**src/rtl/uart_pkg.sv**
```systemverilog
// uart_pkg: shared parity encodings, FSM state type and parity helper for the UART transceiver
package uart_pkg;
  localparam int PAR_NONE = 0;
  localparam int PAR_ODD = 1;
  localparam int PAR_EVEN = 2;
  typedef enum logic [2:0] {ST_IDLE, ST_START, ST_DATA, ST_PARITY, ST_STOP} uart_state_t;
  function automatic logic calc_parity(input logic [7:0] data, input int nbits, input int mode);
    logic x;
    x = 1'b0;
    for (int i = 0; i < 8; i++) if (i < nbits) x = x ^ data[i];
    return (mode == PAR_ODD) ? ~x : x;
  endfunction
endpackage

```
**src/rtl/uart_fifo_xcvr_if.sv**
```systemverilog
// uart_fifo_xcvr_if: fabric-side push/pop handshakes, error flags and FIFO occupancy
interface uart_fifo_xcvr_if #(parameter int CW = 5);
  logic [7:0] tx_data;
  logic tx_valid;
  logic tx_ready;
  logic [7:0] rx_data;
  logic rx_valid;
  logic rx_ready;
  logic rx_frame_err;
  logic rx_parity_err;
  logic rx_overrun;
  logic [CW-1:0] tx_count;
  logic [CW-1:0] rx_count;
  modport master (
    output tx_data, tx_valid, rx_ready,
    input tx_ready, rx_data, rx_valid, rx_frame_err, rx_parity_err, rx_overrun, tx_count, rx_count
  );
  modport slave (
    input tx_data, tx_valid, rx_ready,
    output tx_ready, rx_data, rx_valid, rx_frame_err, rx_parity_err, rx_overrun, tx_count, rx_count
  );
endinterface

```
**src/rtl/sync_fifo.sv**
```systemverilog
// sync_fifo: first-word-fall-through FIFO; the extra pointer bit separates full from empty
module sync_fifo #(
  parameter int WIDTH = 8,
  parameter int DEPTH = 16
) (
  input  logic clk,
  input  logic rst,
  input  logic push_i,
  input  logic [WIDTH-1:0] wdata_i,
  input  logic pop_i,
  output logic [WIDTH-1:0] rdata_o,
  output logic full_o,
  output logic empty_o,
  output logic [$clog2(DEPTH):0] count_o
);
  localparam int AW = $clog2(DEPTH);
  logic [AW:0] wr_q, rd_q;
  logic [WIDTH-1:0] mem [DEPTH];
  logic do_push, do_pop;
  assign count_o = wr_q - rd_q;
  assign empty_o = wr_q == rd_q;
  assign full_o = count_o[AW];
  assign do_pop = pop_i & ~empty_o;
  // a pop in the same cycle frees the slot a full FIFO needs for the push
  assign do_push = push_i & (~full_o | pop_i);
  assign rdata_o = mem[rd_q[AW-1:0]];
  always_ff @(posedge clk or posedge rst)
    if (rst) begin
      wr_q <= '0;
      rd_q <= '0;
    end else begin
      if (do_push) wr_q <= wr_q + 1'b1;
      if (do_pop) rd_q <= rd_q + 1'b1;
    end
  always_ff @(posedge clk)
    if (do_push) mem[wr_q[AW-1:0]] <= wdata_i;
endmodule

```
**src/rtl/uart_fifo_xcvr.sv**
```systemverilog
// uart_fifo_xcvr: full-duplex UART with FWFT TX/RX FIFOs and per-byte parity/frame error flags
module uart_fifo_xcvr
  import uart_pkg::*;
#(
  parameter int CLK_HZ = 25_000_000,
  parameter int BAUD = 115_200,
  parameter int DATA_BITS = 8,
  parameter int PARITY = 0,
  parameter int STOP_BITS = 1,
  parameter int FIFO_DEPTH = 16
) (
  input  logic clk,
  input  logic rst,
  input  logic rx,
  output logic tx,
  uart_fifo_xcvr_if.slave bus
);
  localparam int DIV = CLK_HZ / BAUD;
  localparam int CNTW = $clog2(DIV) + 1;
  localparam logic [CNTW-1:0] DIV_M1 = CNTW'(DIV - 1);
  localparam logic [CNTW-1:0] HALF_M1 = CNTW'(DIV / 2 - 1);
  localparam logic [2:0] DB_M1 = 3'(DATA_BITS - 1);
  localparam logic [2:0] SB_M1 = 3'(STOP_BITS - 1);
  localparam uart_state_t AFTER_DATA = (PARITY != PAR_NONE) ? ST_PARITY : ST_STOP;

  logic [DATA_BITS-1:0] tx_head;
  logic tx_full, tx_empty, tx_pop;
  uart_state_t ts_q, ts_d;
  logic [CNTW-1:0] tcnt_q, tcnt_d;
  logic [2:0] tbit_q, tbit_d;
  logic [DATA_BITS-1:0] tsh_q, tsh_d;
  logic tpar_q, tpar_d, tx_q, tx_d, tdone, tload;

  sync_fifo #(.WIDTH(DATA_BITS), .DEPTH(FIFO_DEPTH)) u_tx_fifo (
    .clk(clk), .rst(rst), .push_i(bus.tx_valid), .wdata_i(bus.tx_data[DATA_BITS-1:0]),
    .pop_i(tx_pop), .rdata_o(tx_head), .full_o(tx_full), .empty_o(tx_empty), .count_o(bus.tx_count)
  );

  always_comb begin
    tdone = tcnt_q == DIV_M1;
    tload = !tx_empty && (ts_q == ST_IDLE || (ts_q == ST_STOP && tdone && tbit_q == SB_M1));
    tx_pop = tload;
    ts_d = ts_q;
    tbit_d = tbit_q;
    tsh_d = tsh_q;
    tpar_d = tpar_q;
    tcnt_d = (ts_q == ST_IDLE || tdone) ? '0 : tcnt_q + 1'b1;
    case (ts_q)
      ST_START: if (tdone) begin ts_d = ST_DATA; tbit_d = '0; end
      ST_DATA: if (tdone) begin
        tsh_d = tsh_q >> 1;
        tbit_d = (tbit_q == DB_M1) ? '0 : tbit_q + 1'b1;
        ts_d = (tbit_q == DB_M1) ? AFTER_DATA : ST_DATA;
      end
      ST_PARITY: if (tdone) begin ts_d = ST_STOP; tbit_d = '0; end
      ST_STOP: if (tdone) begin
        tbit_d = tbit_q + 1'b1;
        ts_d = (tbit_q == SB_M1) ? ST_IDLE : ST_STOP;
      end
      default: ;
    endcase
    // a queued byte takes over straight from the last stop bit, so frames run back-to-back
    if (tload) begin
      ts_d = ST_START;
      tcnt_d = '0;
      tsh_d = tx_head;
      tpar_d = calc_parity(8'(tx_head), DATA_BITS, PARITY);
    end
    tx_d = (ts_d == ST_START) ? 1'b0 : (ts_d == ST_DATA) ? tsh_d[0] : (ts_d == ST_PARITY) ? tpar_d : 1'b1;
  end

  always_ff @(posedge clk or posedge rst)
    if (rst) begin
      ts_q <= ST_IDLE;
      tcnt_q <= '0;
      tbit_q <= '0;
      tsh_q <= '0;
      tpar_q <= 1'b0;
      tx_q <= 1'b1;
    end else begin
      ts_q <= ts_d;
      tcnt_q <= tcnt_d;
      tbit_q <= tbit_d;
      tsh_q <= tsh_d;
      tpar_q <= tpar_d;
      tx_q <= tx_d;
    end

  assign tx = tx_q;
  assign bus.tx_ready = ~tx_full;

  logic [1:0] sync_q;
  logic rxs, rsamp, rx_push, rx_full, rx_empty;
  uart_state_t rs_q, rs_d;
  logic [CNTW-1:0] rcnt_q, rcnt_d;
  logic [2:0] rbit_q, rbit_d;
  logic [DATA_BITS-1:0] rsh_q, rsh_d;
  logic ferr_q, ferr_d, perr_q, perr_d, brk_q, brk_d, ov_q;
  logic [DATA_BITS+1:0] rx_wdata, rx_head;

  assign rxs = sync_q[1];

  always_comb begin
    rsamp = rcnt_q == ((rs_q == ST_START) ? HALF_M1 : DIV_M1);
    rs_d = rs_q;
    rbit_d = rbit_q;
    rsh_d = rsh_q;
    ferr_d = ferr_q;
    perr_d = perr_q;
    brk_d = brk_q;
    rx_push = 1'b0;
    rcnt_d = (rs_q == ST_IDLE || rsamp) ? '0 : rcnt_q + 1'b1;
    rx_wdata = {rsh_q, ferr_q | ~rxs, perr_q};
    case (rs_q)
      // after a frame error the line must go high again before a new start is believed
      ST_IDLE: begin
        brk_d = brk_q & ~rxs;
        if (!brk_q && !rxs) rs_d = ST_START;
      end
      ST_START: if (rsamp) begin
        rs_d = rxs ? ST_IDLE : ST_DATA;
        rbit_d = '0;
        ferr_d = 1'b0;
        perr_d = 1'b0;
      end
      ST_DATA: if (rsamp) begin
        rsh_d = {rxs, rsh_q[DATA_BITS-1:1]};
        rbit_d = (rbit_q == DB_M1) ? '0 : rbit_q + 1'b1;
        rs_d = (rbit_q == DB_M1) ? AFTER_DATA : ST_DATA;
      end
      ST_PARITY: if (rsamp) begin
        perr_d = rxs ^ calc_parity(8'(rsh_q), DATA_BITS, PARITY);
        rs_d = ST_STOP;
        rbit_d = '0;
      end
      ST_STOP: if (rsamp) begin
        ferr_d = ferr_q | ~rxs;
        rbit_d = rbit_q + 1'b1;
        if (rbit_q == SB_M1) begin
          rx_push = 1'b1;
          rs_d = ST_IDLE;
          brk_d = ferr_q | ~rxs;
        end
      end
      default: rs_d = ST_IDLE;
    endcase
  end

  always_ff @(posedge clk or posedge rst)
    if (rst) begin
      sync_q <= 2'b11;
      rs_q <= ST_IDLE;
      rcnt_q <= '0;
      rbit_q <= '0;
      rsh_q <= '0;
      ferr_q <= 1'b0;
      perr_q <= 1'b0;
      brk_q <= 1'b0;
      ov_q <= 1'b0;
    end else begin
      sync_q <= {sync_q[0], rx};
      rs_q <= rs_d;
      rcnt_q <= rcnt_d;
      rbit_q <= rbit_d;
      rsh_q <= rsh_d;
      ferr_q <= ferr_d;
      perr_q <= perr_d;
      brk_q <= brk_d;
      ov_q <= rx_push & rx_full & ~bus.rx_ready;
    end

  sync_fifo #(.WIDTH(DATA_BITS + 2), .DEPTH(FIFO_DEPTH)) u_rx_fifo (
    .clk(clk), .rst(rst), .push_i(rx_push), .wdata_i(rx_wdata), .pop_i(bus.rx_ready),
    .rdata_o(rx_head), .full_o(rx_full), .empty_o(rx_empty), .count_o(bus.rx_count)
  );

  assign bus.rx_valid = ~rx_empty;
  assign bus.rx_data = rx_empty ? 8'h00 : 8'(rx_head[DATA_BITS+1:2]);
  assign bus.rx_frame_err = ~rx_empty & rx_head[1];
  assign bus.rx_parity_err = ~rx_empty & rx_head[0];
  assign bus.rx_overrun = ov_q;
endmodule

```
**src/flat_wrapper.sv**
```systemverilog
// flat-port wrapper written by rule: the top's interface ports become plain ports
module uart_fifo_xcvr_flat import uart_pkg::*;
#(
  parameter int CLK_HZ = 25_000_000,
  parameter int BAUD = 115_200,
  parameter int DATA_BITS = 8,
  parameter int PARITY = 0,
  parameter int STOP_BITS = 1,
  parameter int FIFO_DEPTH = 16
)
  (clk, rst, rx, tx, bus_tx_data, bus_tx_valid, bus_rx_ready, bus_tx_ready, bus_rx_data, bus_rx_valid, bus_rx_frame_err, bus_rx_parity_err, bus_rx_overrun, bus_tx_count, bus_rx_count);
  uart_fifo_xcvr_if #(.CW(5)) bus_i ();
  input  logic clk;
  input  logic rst;
  input  logic rx;
  output logic tx;
  input wire logic [$bits(bus_i.tx_data)-1:0] bus_tx_data;
  input wire logic [$bits(bus_i.tx_valid)-1:0] bus_tx_valid;
  input wire logic [$bits(bus_i.rx_ready)-1:0] bus_rx_ready;
  output wire logic [$bits(bus_i.tx_ready)-1:0] bus_tx_ready;
  output wire logic [$bits(bus_i.rx_data)-1:0] bus_rx_data;
  output wire logic [$bits(bus_i.rx_valid)-1:0] bus_rx_valid;
  output wire logic [$bits(bus_i.rx_frame_err)-1:0] bus_rx_frame_err;
  output wire logic [$bits(bus_i.rx_parity_err)-1:0] bus_rx_parity_err;
  output wire logic [$bits(bus_i.rx_overrun)-1:0] bus_rx_overrun;
  output wire logic [$bits(bus_i.tx_count)-1:0] bus_tx_count;
  output wire logic [$bits(bus_i.rx_count)-1:0] bus_rx_count;
  assign bus_i.tx_data = bus_tx_data;
  assign bus_i.tx_valid = bus_tx_valid;
  assign bus_i.rx_ready = bus_rx_ready;
  assign bus_tx_ready = bus_i.tx_ready;
  assign bus_rx_data = bus_i.rx_data;
  assign bus_rx_valid = bus_i.rx_valid;
  assign bus_rx_frame_err = bus_i.rx_frame_err;
  assign bus_rx_parity_err = bus_i.rx_parity_err;
  assign bus_rx_overrun = bus_i.rx_overrun;
  assign bus_tx_count = bus_i.tx_count;
  assign bus_rx_count = bus_i.rx_count;
  uart_fifo_xcvr #(.CLK_HZ(CLK_HZ), .BAUD(BAUD), .DATA_BITS(DATA_BITS), .PARITY(PARITY), .STOP_BITS(STOP_BITS), .FIFO_DEPTH(FIFO_DEPTH)) u_core (.clk(clk), .rst(rst), .rx(rx), .tx(tx), .bus(bus_i));
endmodule
```
**config.mk**
```make
export PLATFORM = sky130hd
export DESIGN_NAME = uart_fifo_xcvr_flat
export DESIGN_NICKNAME = d
export VERILOG_FILES = /design/src/rtl/uart_pkg.sv /design/src/rtl/uart_fifo_xcvr_if.sv /design/src/rtl/sync_fifo.sv /design/src/rtl/uart_fifo_xcvr.sv /design/src/flat_wrapper.sv
export SDC_FILE = /design/constraint.sdc
export NUM_CORES = 1
export LEC_CHECK = 0
export CELL_PAD_IN_SITES_DETAIL_PLACEMENT = 1
export CELL_PAD_IN_SITES_GLOBAL_PLACEMENT = 1
export CORE_ASPECT_RATIO = 1.5
export CORE_MARGIN = 8
export CORE_UTILIZATION = 50
export CTS_CLUSTER_DIAMETER = 200
export CTS_CLUSTER_SIZE = 10
export DETAILED_ROUTE_END_ITERATION = 10
export PLACE_DENSITY_LB_ADDON = 0.1
export SLEW_MARGIN = 0
export SYNTH_ARGS = -nofsm -noshare
export SYNTH_HDL_FRONTEND = slang
export SYNTH_SLANG_ARGS = --single-unit
```
**constraint.sdc**
```tcl
create_clock -name clk -period 4.4 [get_ports clk]
set_clock_uncertainty 0.15 [all_clocks]
set_input_delay 1.32 -clock clk [delete_from_list [all_inputs] [get_ports clk]]
set_output_delay 1.32 -clock clk [all_outputs]
set_load 0.02 [all_outputs]
```
# After elaboration in Yosys (flattened, before gate mapping)
# Memory sizes are Yosys's and may differ from the RTL's.
# Index checks and enable logic that the tools add are counted.
# Widths: inputs -> output; s select.
[op_classes]
bitwise = 33
n_reduce_logical = 31
n_eq_ne = 27
addsub = 10
n_mux = 77
[ops]
columns = ["op", "count"]
rows = [
  ["$mux 3", 22],
  ["$mux 8", 5],
  ["$mux 1", 39],
  ["$mux 9", 3],
  ["$add 5x1->5 const B", 4],
  ["$add 9x1->9 const B", 2],
  ["$eq 3x2->1 const B", 6],
  ["$ne 2x1->1 const B", 9],
  ["$pmux 3 s3", 2],
  ["$pmux 3 s5", 1],
  ["$xor 1x1->1", 15],
  ["$eq 3x3->1 const B", 4],
  ["$logic_not 3->1", 4],
  ["$pmux 3 s4", 1],
  ["$eq 5x5->1", 2],
  ["$reduce_bool 2->1", 5],
  ["$sub 5x5->5", 2],
  ["$and 1x1->1", 9],
  ["$eq 3x1->1 const B", 3],
  ["$eq 9x8->1 const B", 1],
  ["$eq 9x9->1", 1],
  ["$reduce_and 3->1", 3],
  ["$reduce_and 4->1", 2],
  ["$add 3x1->3 const B", 2],
  ["12 further kinds", 31],
]
[word_totals]
regBits = 74
output_inout_bits = 24
mem_bits_rw = 288
in_bits = 13
wordCells = 200
memories = 2
[mem_list]
columns = ["memory", "words", "word_bits", "read_ports", "rd_clocked_by_memory_dff", "wr", "line_no", "source"]
rows = [
  ["u_core.u_rx_fifo.mem", 16, 10, 1, 0, 1, "sync_fifo.sv:18", "logic [WIDTH-1:0] mem [DEPTH];"],
  ["u_core.u_tx_fifo.mem", 16, 8, 1, 0, 1, "sync_fifo.sv:18", ""],
]

# Logic depth before layout (Yosys ltp)
# Gate-level depths: netlist (run 1).
[depth]
word_depth = 29
depth_mapped = 11
depth_no_buf = 10

# Modules after synthesis
# Synthesis (run 1) repeated with hierarchy kept, for this count alone.
[hier_totals]
cells_unflattened = 970
hier_area_um2 = 15468.6
[by_module_without_submodules]
columns = ["mod", "cells_each", "seq_area_each_um2", "area_per_inst_um2", "n_inst"]
rows = [
  ["sync_fifo at u_core.u_rx_fifo", 363, 5054.8, 6867.8, 1],
  ["sync_fifo at u_core.u_tx_fifo", 306, 4093.9, 5641.7, 1],
  ["uart_fifo_xcvr", 301, 1355.0, 2959.1, 1],
]

# Least setup slack after synthesis (run 1)
# Ideal clock, no wire load.
[synth_timing]
kind = "register to output"
startpoint = "register u_core.u_rx_fifo.rd_q[0]"
endpoint = "output port bus_rx_frame_err"
n_path_buf = 2
path_slack_ps = 580
stages_incl_launch_ff = 6
t_required_ps = 2930
arrival_ps = 2350
cell_sequence = "dfrtp_1 > clkbuf_1 > buf_1 > mux4_2 > mux4_2 > nor2b_1"
[synth_via]
elab_chain_len = 3
elab_cells_between_ends = 4
cone_classes = "1 x eq/ne; 2 x bitwise; 1 x memory"
[synth_lines]
columns = ["item", "line_no", "source"]
rows = [
  ["start, declared", "sync_fifo.sv:17", "logic [AW:0] wr_q, rd_q;"],
  ["start signal, assigned", "sync_fifo.sv:33", "if (do_pop) rd_q <= rd_q + 1'b1;"],
  ["branches (longest 2 deep; another with $mem_v2 16x10)", "-", ""],
  ["$and 1x1->1 *", "uart_fifo_xcvr.sv:179", "assign bus.rx_frame_err = ~rx_empty & rx_head[1];"],
  ["end, declared", "flat_wrapper.sv:23", "output wire logic [$bits(bus_i.rx_frame_err)-1:0] bus_rx_frame_err;"],
]
# Every way passes the cells marked *.

# Worst setup path in the final report (run 1)
[layout_timing]
startpoint = "register u_core.u_rx_fifo.rd_q[0]"
endpoint = "output port bus_rx_parity_err"
[layout_via]
elab_chain_len = 3
elab_cells_between_ends = 4
cone_classes = "1 x eq/ne; 2 x bitwise; 1 x memory"
[layout_lines]
columns = ["item", "line_no", "source"]
rows = [
  ["branches (longest 2 deep; another with $mem_v2 16x10)", "-", ""],
  ["$and 1x1->1 *", "uart_fifo_xcvr.sv:180", "assign bus.rx_parity_err = ~rx_empty & rx_head[0];"],
  ["end, declared", "flat_wrapper.sv:24", "output wire logic [$bits(bus_i.rx_parity_err)-1:0] bus_rx_parity_err;"],
]
# Marks and branches as above.

==> impl_results.md, run 1 <==
- Global-route wire length before repair: 55180 µm
- Starting Density: between 50% and 60%
- Internal power: about 6.4 mW
- Drt wl/cell: around 25 µm
- Mapped cell area: between 15000 and 20000 µm²
- Fillers: between 2000 and 3000
- Final instance area: 17520 µm²
- TritonCTS clock tree: done
- Final Hold Vio Count: 0
- Worst skew pair latency: about 0.54 ns
- Req. time, crit path: between 2 and 3 ns
- Status: finished, final reports clean
- Io pins: 37
- Yosys top cell area share: between 50% and 60%
- Reg clk slew, reported paths: ~0.06 ns
- Sw power: 2.349 mW
- # clock sinks: 362
- Inserted Diodes: 0
- Startpoint Class: register
- Core ar.: around 30000 µm²
- Switching fraction of total power: between 20% and 30%
- Top cell type by total area after synthesis: edfxtp_1
- Largest net degree at the start of global routing: 42
- H-tree depth: 2
- Distinct cell type count after synthesis: 57
- Total grt overflow: 0
- Layout cell share with drive strength beyond 1: a little under a fifth
- Flops & latches, synth: about 360
- Syn_nets: between 900 and 1000
- Total Wirelength: roughly 35000 µm
- Die area: between 30000 and 40000 µm²
- Layout net count: 1011
- Top Layer Used: met4
- Fmax achieved: between 200 and 250 MHz
- Max VDD drop: roughly 340 µV
- Die width: ~160 µm
- Post-synthesis sequential area ratio: around 69%
- Largest fanout on the critical path: 10
- Final period util: between 90 and 100%
- GRT Total Usage: approximately a fifth
- DR vias/cell: roughly 5.8
- Combinational Power Share: a little under a fifth
- Placement Cell Area: between 15000 and 20000 µm²
- DR WL met2: 19950 µm
- HPWL Detailed: about 24000 µm
- Routability congestion estimate: 0.7495
- WL met3: approximately 1200 µm
- Initial antenna violation count: 0
- Via count: 8085
- Area grow syn2layout: 14.64%
- Avg Cell Area, Syn: 16.98 µm²
- Pins Over Slew Limit: 0
- Row cnt: between 70 and 80
- M1 wire length: roughly 13000 µm
- Hold WC Path Type: register to register
- Number of global-route vias before repair: just over 9000
- Top_reg_cell synth: edfxtp_1
- # DRC: 0
- Final Core Density: between 50% and 60%
- Final setup TNS: 0 ns
- Initial DRT Pass Iterations: 5
- Critical Path AT: about 2.8 ns
- PD cells: 497.8 nW/µm²
- Max-slew headroom: between 40% and 50%
- Async set or reset register ratio after synthesis: roughly a fifth
- Unrepaired setup endpoints after global routing: no
- # setup viols final: 0
- Clk root buf: clkbuf_16
- Post-CTS Hold Buffers: 0
- Worst-Margin Slew: about 0.8 ns
- FF+latch area: 10510 µm²
- Syn Inst Count: 900
- Multi-input logic area: between 4000 and 5000 µm²
- Largest cells by area after synthesis: edfxtp_1 (57%), mux4_2 (12%), dfrtp_1 (12%)
- Antenna viol nets, final: 0
- Num CTS Buffers: 42
- Post-synth EDFFs: about 290
- CP Capture Type: output pin
- Fin crit period: roughly 4.3 ns
- Clock network power share: 36.1%
- Clock buffer depth: 3
- # port buffers: 36
- Initial DRC count: 443
- Synth warnings: 0
- LEAKAGE: between 6 and 7 nW
- Sequential share of power: ~45%
- Max cap viols: 0
- Crit Path Class: register to output pin
- Die H: roughly 230 µm
## worst paths after layout
check / startpoint / end / slack [ns] / depth (start not counted)
max in group asynchronous: rst / u_core.tx$_DFF_PP1_ / 2.34 / 3
min: u_core.sync_q[0]$_DFF_PP1_ / u_core.sync_q[1]$_DFF_PP1_ / 0.22 / 0
min reg2reg: u_core.sync_q[0]$_DFF_PP1_ / u_core.sync_q[1]$_DFF_PP1_ / 0.22 / 0
max reg2reg: u_core.rs_q[0]$_DFFE_PP0P_ / u_core.u_rx_fifo.mem[15][2]$_DFFE_PP_ / 0.70 / 6
min in group asynchronous: rst / u_core.rcnt_q[0]$_DFF_PP0_ / 1.03 / 2
max: u_core.u_rx_fifo.rd_q[0]$_DFFE_PP0P_ / bus_rx_parity_err / 0.12 / 5
## power groups by stage
stage | clock network, mW | logic, mW | registers (mW)
2_1_floorplan | 0 | 1.04 | 3.95
3_3_place_gp | 0 | 1.53 | 3.97
3_5_place_dp | 0 | 1.57 | 3.98
4_1_cts | 3.20 | 1.69 | 3.92
5_1_grt | 3.32 | 1.79 | 3.93
6_report | 3.15 | 1.65 | 3.92
## area by class of cell
class,count,share of cell area (%)
sequential,362,59.96
inverter,36,0.7782
timing repair buffer,68,3.984
clock buffer,74,6.683
clock inverter,4,0.2428
multi-input combinational,459,25.50
tap,400,2.856
## repair_timing
item | CTS | global route
gates cloned | 2 | 0
setup endpoints to repair | 13 | 2
pin swaps | 1 | 0
buffers inserted | 3 | 0
resized for setup | 15 | 3
## placed cells by master (no fill, tap or decap), types with 3 or more instances in the layout
cell / n
nand2b_1: 9
or2_2: 3
dfrtp_1: 68
buf_12: 4
o21ai_0: 24
nor3_2: 6
nand2_1: 42
nor2_1: 51
a22oi_1: 15
clkdlybuf4s50_1: 22
dlygate4sd2_1: 12
dfstp_2: 3
dfrtp_2: 3
mux4_2: 82
nor3b_1: 3
nor2b_1: 18
clkbuf_16: 42
nor3_1: 9
nor4_1: 4
o22ai_1: 3
buf_4: 25
edfxtp_1: 288
nand3_1: 12
mux2_2: 9
clkbuf_1: 32
inv_6: 3
mux2i_1: 9
xor2_1: 16
or4_1: 3
and3_1: 3
ha_1: 27
a21oi_1: 12
and2_1: 15
xnor2_1: 37
inv_1: 35
a31oi_1: 4
a21o_1: 4
nand4_1: 9
## cell families (layout without fill, tap and decap cells)
group / count (synthesis) / after routing / share of synthesized area [%]
buffers and inverters: 79 / 182 / 2.055
adders and majority gates: 29 / 29 / 2.472
DFF: 362 / 362 / 68.72
xor gates and xnor gates: 53 / 53 / 3.037
muxes: 101 / 101 / 13.43
and+or+nand+nor: 195 / 195 / 6.720
AOI/OAI and AO/OA: 81 / 81 / 3.569
## synth_stat cells (all sizes together) (2+ instances only)
cell type and number:
a21o 4, o21ai 27, o21a 2, nor4 5, nand2b 9, xor2 16, and3 3, a21oi 12
a221o 2, and2 15, fa 2, mux2i 9, o32a 2, inv 36, o31ai 2, or3 2
dfstp 3, edfxtp 288, ha 27, nand4 9, nand2 42, a22oi 15, nand3 12, xnor2 37
nor3 15, o22ai 3, mux2 10, nor3b 3, clkbuf 27, dfrtp 71, buf 16, nor2 51
a31oi 4, or2 3, nor2b 18, or4 3, mux4 82
## metal layers
layer,vias up,track usage (%)
li1,3601,-
met1,4245,21.32
met5,-,0
met3,60,2.915
met2,179,38.12
met4,0,6.806
## worst max-delay path: stages (launching register included)
cell and delay, ns:
dfrtp_2 0.46, bufbuf_16 0.34, mux4_2 0.51, mux4_2 0.49, nor2b_1 0.14, dlygate4sd2_1 0.32
## stage by stage
step	std cells	worst slack, ns	power, mW	hold WS, ns
6_report	1403	0.1241	8.724	0.2156
5_1_grt	1403	0.01310	9.040	0.2171
4_1_cts	1403	0.01754	8.812	0.2151
3_5_place_dp	1320	0.3934	5.554	0.2069
3_3_place_gp	1320	0.4327	5.501	0.1965
2_1_floorplan	900	0.5800	4.985	0.1952
## flip-flops by register name (all words and copies together), names as in the netlist, 2 cells and up
register and cells:
u_core.tbit_q 3, u_core.rsh_q 8, u_core.tsh_q 8, u_core.u_rx_fifo.rd_q 5, u_core.rbit_q 3, u_core.sync_q 2
u_core.u_rx_fifo.wr_q 5, u_core.u_rx_fifo.mem 160, u_core.rcnt_q 9, u_core.u_tx_fifo.mem 128, u_core.tcnt_q 9, u_core.u_tx_fifo.rd_q 5
u_core.ts_q 3, u_core.u_tx_fifo.wr_q 5, u_core.rs_q 3
Note: power is estimated with default switching activity, not from simulation.
==> run 2: changes to the inputs <==
--- a/config.mk
+++ b/config.mk
@@ -11,7 +11,6 @@
 export CORE_MARGIN = 8
 export CORE_UTILIZATION = 50
 export CTS_CLUSTER_DIAMETER = 200
-export CTS_CLUSTER_SIZE = 10
 export DETAILED_ROUTE_END_ITERATION = 10
 export PLACE_DENSITY_LB_ADDON = 0.1
 export SLEW_MARGIN = 0
==> run 2 against run 1 <==
  * Highest routed layer is now met5
  * Hold slack worse by 0.00069 ns
  * Critical path depth up 4
  * Via count down 0.69%
  * Utilization down 0.46 points
==> impl_results.md, run 2 (same netlist as run 1, synthesis figures left out) <==
- Max-slew headroom: 44.99% (was 45.52%)
- Most frequent cells in the layout: edfxtp_1 (288), mux4_2 (82), dfrtp_1 (68) (unchanged)
- Total Wirelength: 35080 µm (was 35220 µm)
- Io pins: 37 (unchanged)
- Starting Density: 50.69% (unchanged)
- Core ar.: 30160 µm² (unchanged)
- Initial antenna violation count: 1 (was 0)
- PD cells: 485.9 nW/µm² (was 497.8 nW/µm²)
- # port buffers: 36 (unchanged)
- Final instance area: 17390 µm² (was 17520 µm²)
- Fin crit period: 4.263 ns (was 4.276 ns)
- Hold WC Path Type: register to register (unchanged)
- Internal power: 6.165 mW (was 6.375 mW)
- Worst reg-to-reg setup slack: 0.59 ns (was 0.70 ns)
- Via count: 8029 (was 8085)
- Final Hold Vio Count: 0 (unchanged)
- Combinational Power Share: 19.3% (was 19.0%)
- Max VDD drop: 404.1 µV (was 343.6 µV)
- Worst r2r path cells: 10 (was 6)
- Initial DRT Pass Iterations: 4 (was 5)
- GRT Total Usage: 19.58% (was 19.69%)
- Switching fraction of total power: 27.03% (was 26.92%)
- Max cap viols: 0 (unchanged)
- Clk root buf: clkbuf_16 (unchanged)
- Commonest non-fill, non-tap cell in the layout: edfxtp_1 (unchanged)
- Hold Crit Start: u_core.sync_q[0]$_DFF_PP1_ (unchanged)
- CP Capture Type: output pin (unchanged)
- Final setup TNS: 0 ns (unchanged)
- Row cnt: 78 (unchanged)
- TritonCTS clock tree: done (unchanged)
- Antenna viol nets, final: 0 (unchanged)
- Req. time, crit path: 2.93 ns (about the same)
- Max FFs per register: 160 (unchanged)
- Sw power: 2.283 mW (was 2.349 mW)
- Drt wl/cell: 25.29 µm (was 25.11 µm)
- Clock buffer depth: 3 (unchanged)
- Fmax achieved: 234.6 MHz (was 233.9 MHz)
- Setup slack at placement: 0.3934 ns (unchanged)
- Area grow syn2layout: 13.73% (was 14.64%)
- Pins Over Slew Limit: 0 (unchanged)
- Status: finished, final reports clean (unchanged)
- Worst skew pair latency: 0.53 ns (was 0.54 ns)
- Routability congestion estimate: 0.7495 (unchanged)
- Worst hold stages: 0 (unchanged)
- Total grt overflow: 0 (unchanged)
- WHS Endpoint: u_core.sync_q[1]$_DFF_PP1_ (unchanged)
- H-tree depth: 2 (unchanged)
- Die area: 36540 µm² (unchanged)
- Largest net degree at the start of global routing: 42 (unchanged)
- Worst-Margin Slew: 0.8234 ns (was 0.8156 ns)
- Layout net count: 1004 (was 1011)
- Worst Slack Setup Final: 0.1373 ns (was 0.1241 ns)
- Die width: 158.8 µm (unchanged)
- Crit Reg-Reg Endpoint: u_core.u_rx_fifo.mem[15][3]$_DFFE_PP_ (was u_core.u_rx_fifo.mem[15][2]$_DFFE_PP_)
- Unrepaired setup endpoints after global routing: no (unchanged)
- Layout cell share with drive strength beyond 1: 20.16% (was 19.04%)
- DR vias/cell: 5.789 (was 5.763)
- RR Startpoint: u_core.u_rx_fifo.rd_q[0]$_DFFE_PP0P_ (was u_core.rs_q[0]$_DFFE_PP0P_)
- Startpoint Class: register (unchanged)
- Initial DRC count: 446 (was 443)
- Placement Cell Area: 16210 µm² (unchanged)
- Final period util: 96.88% (was 97.18%)
- HPWL Detailed: 23620 µm (unchanged)
- # setup viols final: 0 (unchanged)
- LEAKAGE: 6.505 nW (was 6.551 nW)
- Hold slack: 0.2149 ns (was 0.2156 ns)
- Die H: 230.1 µm (unchanged)
- Critical Path AT: 2.79 ns (was 2.81 ns)
- Critical path's top delay family: adder cells (was multiplexers)
- # DRC: 0 (unchanged)
- Crit path top cell by count: buf_4 (was mux4_2)
- Largest stage delay on the critical path: 0.47 ns (was 0.51 ns)
- Number of global-route vias before repair: 9068 (was 9197)
- Inserted Diodes: 0 (unchanged)
- Worst path slowest cell: fa_1 (was mux4_2)
- Sequential share of power: 46.3% (was 44.9%)
- # clock sinks: 362 (unchanged)
- Largest fanout on the critical path: 3 (was 10)
- Global-route wire length before repair: 54580 µm (was 55180 µm)
- CP bufs+invs: 3 (was 2)
- Num CTS Buffers: 35 (was 42)
- CP cell instances: buf_4 -> buf_4 -> ha_1 -> fa_1 -> nor2b_1 -> o21ai_0 -> nand3_1 -> nor2b_2 -> clkdlybuf4s15_2 (was bufbuf_16 -> mux4_2 -> mux4_2 -> nor2b_1 -> dlygate4sd2_1)
- Reg clk slew, reported paths: 0.06 ns (about the same)
- Clock network power share: 34.4% (was 36.1%)
- Crit Path Class: register to output pin (unchanged)
-- run 2: changes by cell type in the layout (fill, tap and decap cells not counted), moves of 3 or more --
cell	delta
clkbuf_16	-6
clkbuf_1	-25
clkinv_4	+3
clkinv_2	+6
-- run 2: how the worst max path moves through the flow --
stage	from	to	slack [ns]	cells past startpoint
after global routing	u_core.u_rx_fifo.rd_q[0]$_DFFE_PP0P_	bus_rx_count[4]	0.0005	9
after CTS	u_core.u_rx_fifo.rd_q[0]$_DFFE_PP0P_	bus_rx_count[4]	0.02	9
after global placement	u_core.u_rx_fifo.rd_q[0]$_DFFE_PP0P_	bus_rx_data[3]	0.43	5
final	u_core.u_rx_fifo.rd_q[0]$_DFFE_PP0P_	bus_rx_count[4]	0.14	9
after floorplan	u_core.u_rx_fifo.rd_q[0]$_DFFE_PP0P_	bus_rx_frame_err	0.58	5
after detailed placement	u_core.u_rx_fifo.rd_q[0]$_DFFE_PP0P_	bus_rx_frame_err	0.39	5
-- run 2: power by group through the flow --
stage | clock network (mW) | registers (mW) | logic [mW]
global route | 3.07 | 3.92 | 1.77
detailed placement | 0 | 3.98 | 1.57
global placement | 0 | 3.97 | 1.53
floorplan | 0 | 3.95 | 1.04
CTS | 2.97 | 3.91 | 1.67
finish | 2.90 | 3.91 | 1.63
-- run 2: metal layers --
layer	part of all wire (%)	track usage [%]	routed length (µm)	vias to the layer above
met5	0.037	0	13	-
met4	2.5	6.627	866	2
met3	3.6	2.897	1253	59
met2	58	38.19	20200	155
met1	36	21.01	12750	4238
li1	-	-	-	3575
-- run 2: area by class of cell --
| class | instances | area [µm²] |
|---|---|---|
| Clock buffer | 45 | 954.7 |
| Clock inverter | 17 | 140.1 |
| Fill cell | 2718 | 12770 |
| Inverter | 36 | 136.4 |
| Multi-Input combinational cell | 459 | 4471 |
| Sequential cell | 362 | 10510 |
| Tap cell | 400 | 500.5 |
| Timing Repair Buffer | 68 | 675.6 |
-- run 2: per-stage QoR --
step / util [%] / total power [mW] / std cells
floorplan: - / 4.985 / 900
global placement: 53.76 / 5.501 / 1320
detailed placement: 53.76 / 5.554 / 1320
CTS: 57.64 / 8.555 / 1387
global route: 57.65 / 8.760 / 1387
finish: 57.65 / 8.448 / 1387
-- run 2: timing repair --
action                                  CTS  global route
endpoints found under the setup margin   13             1
resized for setup                        18             1
gates cloned                              2             0
buffers inserted                          3             0
pin swaps                                 1             1
hold buffers                              0             0
